===== config.mk =====
export PLATFORM = sky130hd
export DESIGN_NAME = mst_march
export DESIGN_NICKNAME = d
export VERILOG_FILES = /design/src/rtl/mst_pkg.sv /design/src/rtl/mst_rd_pipe.sv /design/src/rtl/mst_march.sv
export SDC_FILE = /design/constraint.sdc
export NUM_CORES = 1
export LEC_CHECK = 0
export ABC_AREA = 1
export ABC_CLOCK_PERIOD_IN_PS = 2600
export CAP_MARGIN = 15
export CORE_UTILIZATION = 48
export DETAILED_ROUTE_END_ITERATION = 16
export PLACE_DENSITY = 0.78
export SYNTH_ARGS = -nofsm -noshare
export SYNTH_HDL_FRONTEND = slang
export SYNTH_SLANG_ARGS = --single-unit

===== constraint.sdc =====
create_clock -name clock -period 2.6 [get_ports clock]
set_input_delay 0.26 -clock clock [delete_from_list [all_inputs] [get_ports clock]]
set_output_delay 0.26 -clock clock [all_outputs]
set_load 0.02 [all_outputs]

===== src/rtl/mst_pkg.sv =====
// Shared types and the expected-data function for the mst_march memory tester.
package mst_pkg;

  localparam int unsigned MAX_W = 64;

  typedef enum logic [2:0] {
    IDLE,
    WRITE,
    READ,
    DRAIN,
    DONE
  } state_e;

  localparam logic [1:0] PAT_ZERO  = 2'd0;
  localparam logic [1:0] PAT_ONES  = 2'd1;
  localparam logic [1:0] PAT_CHECK = 2'd2;
  localparam logic [1:0] PAT_ADDR  = 2'd3;

  // Full-width result; callers size-cast down to their data width.
  function automatic logic [MAX_W-1:0] exp_data(input logic [1:0]       pattern,
                                                input logic [MAX_W-1:0] addr);
    case (pattern)
      PAT_ZERO:  exp_data = '0;
      PAT_ONES:  exp_data = '1;
      PAT_CHECK: exp_data = addr[0] ? {(MAX_W/2){2'b10}} : {(MAX_W/2){2'b01}};
      default:   exp_data = addr;
    endcase
  endfunction

endpackage


===== src/rtl/mst_rd_pipe.sv =====
// RD_LAT-deep valid/address/pattern shift register aligning issued reads with
// returning memory data. Always shifts; bubbles are pushed with valid=0.
module mst_rd_pipe #(
  parameter int unsigned AW     = 8,
  parameter int unsigned RD_LAT = 1
) (
  input  logic          clock,
  input  logic          reset,
  input  logic          push_valid,
  input  logic [AW-1:0] push_addr,
  input  logic [1:0]    push_pat,
  output logic          out_valid,
  output logic [AW-1:0] out_addr,
  output logic [1:0]    out_pat
);

  logic          valid_q [RD_LAT];
  logic          valid_d [RD_LAT];
  logic [AW-1:0] addr_q  [RD_LAT];
  logic [AW-1:0] addr_d  [RD_LAT];
  logic [1:0]    pat_q   [RD_LAT];
  logic [1:0]    pat_d   [RD_LAT];

  always_comb begin
    valid_d[0] = push_valid;
    addr_d[0]  = push_addr;
    pat_d[0]   = push_pat;
    for (int unsigned i = 1; i < RD_LAT; i++) begin
      valid_d[i] = valid_q[i-1];
      addr_d[i]  = addr_q[i-1];
      pat_d[i]   = pat_q[i-1];
    end
  end

  always_ff @(posedge clock) begin
    if (reset) begin
      for (int unsigned i = 0; i < RD_LAT; i++) begin
        valid_q[i] <= 1'b0;
        addr_q[i]  <= '0;
        pat_q[i]   <= '0;
      end
    end else begin
      valid_q <= valid_d;
      addr_q  <= addr_d;
      pat_q   <= pat_d;
    end
  end

  assign out_valid = valid_q[RD_LAT-1];
  assign out_addr  = addr_q[RD_LAT-1];
  assign out_pat   = pat_q[RD_LAT-1];

endmodule


===== src/rtl/mst_march.sv =====
// Four-pattern write/read-verify memory tester with per-pattern fail counters.
// Optional first-fail capture ports are built when MST_FIRST_FAIL_CAPTURE_EN is defined.
module mst_march
  import mst_pkg::*;
#(
  parameter int unsigned DW     = 8,
  parameter int unsigned AW     = 8,
  parameter int unsigned RD_LAT = 1
) (
  input  logic                clock,
  input  logic                reset,
  input  logic                enable,
  input  logic                start,
  input  logic [DW-1:0]       rdd,
  output logic [AW-1:0]       rda,
  output logic                we,
  output logic [AW-1:0]       wra,
  output logic [DW-1:0]       wrd,
  output logic [1:0]          pattern,
  output logic [AW+2:0]       attempts,
  output logic [4*(AW+1)-1:0] fails,
  output logic                busy,
  output logic                done
`ifdef MST_FIRST_FAIL_CAPTURE_EN
  ,
  output logic                ff_valid,
  output logic [AW-1:0]       ff_addr,
  output logic [1:0]          ff_pattern,
  output logic [DW-1:0]       ff_exp,
  output logic [DW-1:0]       ff_act
`endif
);

  state_e        state_q, state_d;
  logic [AW-1:0] addr_q, addr_d;
  logic [1:0]    pat_q, pat_d;
  logic [2:0]    drain_q, drain_d;
  logic [AW+2:0] att_q, att_d;
  logic [AW:0]   fail_q [4];
  logic [AW:0]   fail_d [4];

  logic          push_valid, start_ok, miss;
  logic          pv;
  logic [AW-1:0] pa;
  logic [1:0]    pp;
  logic [DW-1:0] cmp_exp;

  assign push_valid = (state_q == READ) && enable;

  mst_rd_pipe #(.AW(AW), .RD_LAT(RD_LAT)) u_rd_pipe (
    .clock      (clock),
    .reset      (reset),
    .push_valid (push_valid),
    .push_addr  (addr_q),
    .push_pat   (pat_q),
    .out_valid  (pv),
    .out_addr   (pa),
    .out_pat    (pp)
  );

  // Compare against the pattern that travelled with the read, not the live one.
  assign cmp_exp = DW'(exp_data(pp, MAX_W'(pa)));
  assign miss    = pv && (rdd != cmp_exp);

  always_comb begin
    state_d  = state_q;
    addr_d   = addr_q;
    pat_d    = pat_q;
    drain_d  = drain_q;
    att_d    = att_q;
    fail_d   = fail_q;
    start_ok = 1'b0;

    if (pv) att_d = att_q + 1'b1;
    if (miss && (fail_q[pp] != '1)) fail_d[pp] = fail_q[pp] + 1'b1;

    case (state_q)
      IDLE, DONE: begin
        if (start) begin
          start_ok = 1'b1;
          state_d  = WRITE;
          addr_d   = '0;
          pat_d    = PAT_ZERO;
          drain_d  = '0;
          att_d    = '0;
          for (int unsigned p = 0; p < 4; p++) fail_d[p] = '0;
        end
      end
      WRITE: begin
        if (enable) begin
          addr_d = addr_q + 1'b1;
          if (addr_q == '1) state_d = READ;
        end
      end
      READ: begin
        if (enable) begin
          addr_d = addr_q + 1'b1;
          if (addr_q == '1) begin
            state_d = DRAIN;
            drain_d = '0;
          end
        end
      end
      DRAIN: begin
        if (drain_q == 3'(RD_LAT - 1)) begin
          drain_d = '0;
          addr_d  = '0;
          if (pat_q == PAT_ADDR) begin
            state_d = DONE;
          end else begin
            pat_d   = pat_q + 2'd1;
            state_d = WRITE;
          end
        end else begin
          drain_d = drain_q + 3'd1;
        end
      end
      default: state_d = IDLE;
    endcase
  end

  always_ff @(posedge clock) begin
    if (reset) begin
      state_q <= IDLE;
      addr_q  <= '0;
      pat_q   <= '0;
      drain_q <= '0;
      att_q   <= '0;
      for (int unsigned p = 0; p < 4; p++) fail_q[p] <= '0;
    end else begin
      state_q <= state_d;
      addr_q  <= addr_d;
      pat_q   <= pat_d;
      drain_q <= drain_d;
      att_q   <= att_d;
      fail_q  <= fail_d;
    end
  end

  assign we       = (state_q == WRITE) && enable;
  assign wra      = addr_q;
  assign wrd      = DW'(exp_data(pat_q, MAX_W'(addr_q)));
  assign rda      = addr_q;
  assign pattern  = pat_q;
  assign attempts = att_q;
  assign busy     = (state_q != IDLE) && (state_q != DONE);
  assign done     = (state_q == DONE);

  always_comb begin
    fails = '0;
    for (int unsigned p = 0; p < 4; p++) fails[p*(AW+1) +: AW+1] = fail_q[p];
  end

`ifdef MST_FIRST_FAIL_CAPTURE_EN
  logic          ffv_q, ffv_d;
  logic [AW-1:0] ffa_q, ffa_d;
  logic [1:0]    ffp_q, ffp_d;
  logic [DW-1:0] ffe_q, ffe_d, ffx_q, ffx_d;

  always_comb begin
    ffv_d = ffv_q;
    ffa_d = ffa_q;
    ffp_d = ffp_q;
    ffe_d = ffe_q;
    ffx_d = ffx_q;
    if (start_ok) begin
      ffv_d = 1'b0;
      ffa_d = '0;
      ffp_d = '0;
      ffe_d = '0;
      ffx_d = '0;
    end else if (miss && !ffv_q) begin
      ffv_d = 1'b1;
      ffa_d = pa;
      ffp_d = pp;
      ffe_d = cmp_exp;
      ffx_d = rdd;
    end
  end

  always_ff @(posedge clock) begin
    if (reset) begin
      ffv_q <= 1'b0;
      ffa_q <= '0;
      ffp_q <= '0;
      ffe_q <= '0;
      ffx_q <= '0;
    end else begin
      ffv_q <= ffv_d;
      ffa_q <= ffa_d;
      ffp_q <= ffp_d;
      ffe_q <= ffe_d;
      ffx_q <= ffx_d;
    end
  end

  assign ff_valid   = ffv_q;
  assign ff_addr    = ffa_q;
  assign ff_pattern = ffp_q;
  assign ff_exp     = ffe_q;
  assign ff_act     = ffx_q;
`endif

endmodule


==> results.md <==
* Status: completed
* Largest net degree at the start of global routing at 26
* Final hold violations at 0
* Synthesized area at 4580 sq um
* Clk_lat worst skew at 350 ps
* Netlist cell types at 41
* Worst R2R Start: u_rd_pipe.out_pat[0]
* Storage element area at 1480 sq um
* Final setup vio count at 0
* CTS tree: done
* Antenna cell count at 0
* Initial core utilization at 49.5%
* CTS Buf Count at 9
* Cells on worst reg2reg path at 13
* Leakage at 2.44 nW
* Worst setup path startpoint: u_rd_pipe.out_pat[0]
* Hold-fix buffers, CTS at 0
* Crit Path Class: reg -> reg
* Synth Flop Type: dfxtp_1
* Min Hold Slack at 489 ps
* Area grow syn2layout at 27.2%
* DIE HEIGHT at 99.7 microns
* Post-route minimum period at 2510 ps
* Sink Count at 74
* GR peak layer: met2
* GP Congestion at 0.929
* DP Wirelength at 8.59 mm
* CORE AREA at 9240 sq um
* Tightest Hold Check Type: reg -> reg
* Power Density at 485 nW/um^2
* Residual DRC count at 0
* Final slew viol count at 0
* Worst hold stages at 2
* Vias per cell at 5.15
* Ports at 88
* Worst Path Required at 2880 ps
* Ys async rst share at 0%
* First-pass GRT wire length at 18.9 mm
* Reg-to-Reg End: fails[23]
* Worst-path maximum fanout at 12
* Register area share after synthesis at 32.4%
* Average cell area after synthesis at 6.80 sq um
* YS warnings at 0
* Worst clock skew at 13.2 ps
* Worst slew pin tran at 437 ps
* GRT Total Usage at 23.5%
* Worst Hold Path EP: drain_q[1]
* Share of layout cells above drive strength 1 at 15.5%
* Met2 Track Usage GR at 40.4%
* Total power at 0.00283 W
* Drt first-iter violations at 256
* Area of placed instances at 5500 sq um
* Routed len/inst at 13.1 microns
* H-tree depth at 3
* Peak supply drop at 0.497 mV
* # Max-Cap Violations at 0
* Vias at 4,644
* Area of the multi-input gates at 2600 sq um
* Max-slew headroom at 70.6%
* Die area at 9930 sq um
* Clock slew at reported path FFs at 80 ps
* Design area at 5820 sq um
* EDFF count, synth at 0
* # rows at 35
* Routed Antenna Nets at 0
* Max Root-Sink Buffers at 2
* Vias in the first global route at 4,192
* Arr. time, crit path at 2780 ps
* Total gr overflow at 0
* NumNets Final at 788
* M1 GR Usage at 28.9%
* DR pass1 iterations at 5
* Tcrit/Tclk final at 96.3%
* Reg-to-reg setup timing slack at 90 ps
* Initial antenna violation count at 0
* Port-buffer cells at 87
* Nature of the critical path startpoint: register
* Met3 Usage GRT at 4.15%
* Worst hold start: drain_q[1]
* Core Util, Final at 63.0%
* Mapped Nets at 694
* Layout fillers at 833
* Synthesized instance count at 673
* CTS Root Cell: clkbuf_8
* CP Capture Type: register
* Setup TNS at 0 ps
* Fmax at 399 MHz
* Synthesis-stage register bit count at 74
* Routed wire length at 11.8 mm
* Die width at 99.7 microns
state kept, by name (all words and copies together), names as in the netlist:
name,count
fails,36
attempts,11
rda,8
u_rd_pipe.out_addr,8
drain_q,3
state_q,3
pattern,2
u_rd_pipe.out_pat,2
u_rd_pipe.out_valid,1
timing repair:
action,in CTS,in global routing
gates resized for setup,0,8
setup buffers,0,8
setup endpoints to repair,0,33
stage by stage:
step | setup slack, ps | instances
finish | 95.0 | 901
detailed placement | 107 | 874
CTS | 86.5 | 890
floorplan | 23.7 | 673
global placement | 194 | 874
global route | -26.1 | 901
cells in the final DEF, fill, tap and decap left out, types with 3 or more instances in the layout:
cell type and count:
xor2_1 9, clkinvlp_4 3, inv_1 67, ha_1 7
nor2_4 4, clkdlybuf4s50_1 87, inv_2 3, nand3_2 4
nand3_4 4, dfxtp_1 72, a21oi_2 21, nand2_1 191
nand2_8 3, clkbuf_8 9, o22ai_1 5, inv_6 4
o21ai_0 19, nor2_1 83, a21oi_1 31, nor3_1 14
nand3_1 43, nand4_1 12, nand2_2 25, buf_4 20
area by class of cell:
type / instances / area share [%]
Clock buffer: 10 / 2.19
Tap cell: 129 / 2.77
Multi-Input combinational cell: 498 / 44.6
Inverter: 72 / 4.81
Timing Repair Buffer: 112 / 19.3
Clock inverter: 6 / 0.838
Sequential cell: 74 / 25.5
power breakdown:
part | switching (W) | internal, W | total, W
clock | 0.000469 | 0.000355 | 0.000824
sequential | 0.0000403 | 0.00117 | 0.00121
combinational | 0.000515 | 0.000274 | 0.000789
critical path, stage by stage (launching register included):
cell       delay [ps]
dfxtp_2           340
buf_12            140
buf_4             210
nand2_8           140
o22ai_1            80
nor2_1            280
nor2_1            100
ha_2              210
nor2_4            260
inv_2              80
nor2_4            220
clkbuf_16         200
nand2_1            60
a21oi_2           110
worst max-delay path by stage:
stage / endpoint
final: fails[23]
after global routing: fails[9]
after CTS: fails[23]
after detailed placement: fails[23]
after global placement: fails[32]
after floorplan: fails[11]
kinds of logic (layout without fill, tap and decap cells):
family	after synthesis	after routing	synth area share [%]
buffers and inverters	101	200	11.4
AND/OR/NAND/NOR	394	394	39.9
flip-flops	74	74	32.4
AO/OA/AOI/OAI	85	85	11.8
XOR/XNOR	10	10	2.08
adder cells (fa/ha/maj)	9	9	2.46
metal layers:
metal | share of wire, % | wire [microns] | vias to the layer above
met2 | 49 | 5820 | 166
met5 | 0 | 0 | -
met3 | 5.8 | 691 | 27
met1 | 43 | 5110 | 2119
li1 | - | - | 2332
met4 | 1.8 | 214 | 0
synth_stat cells, types with 2 or more instances:
cell	number	area, sq um
buf_12	2	40.0
or2_2	2	12.5
xor2_1	9	78.8
nor2_4	3	33.8
nor2_1	83	312
a21oi_2	20	175
nand4_1	12	75.1
a31oi_1	2	12.5
nor2_2	3	18.8
a31o_2	2	17.5
o22ai_1	5	31.3
o21ai_0	19	95.1
nand3b_1	2	15.0
nand2_2	24	150
nand3_2	4	40.0
nand2_8	2	40.0
inv_2	2	7.51
nand3_1	43	215
clkbuf_1	3	11.3
nand2_1	192	721
nand3_4	4	70.1
inv_6	2	17.5
nand2_4	3	33.8
a21oi_1	32	160
nor3_1	14	70.1
inv_1	68	255
dfxtp_1	74	1480
buf_2	5	25.0
ha_1	9	113
buf_6	7	78.8
buf_4	11	82.6
(Power assumes the default switching activity.)
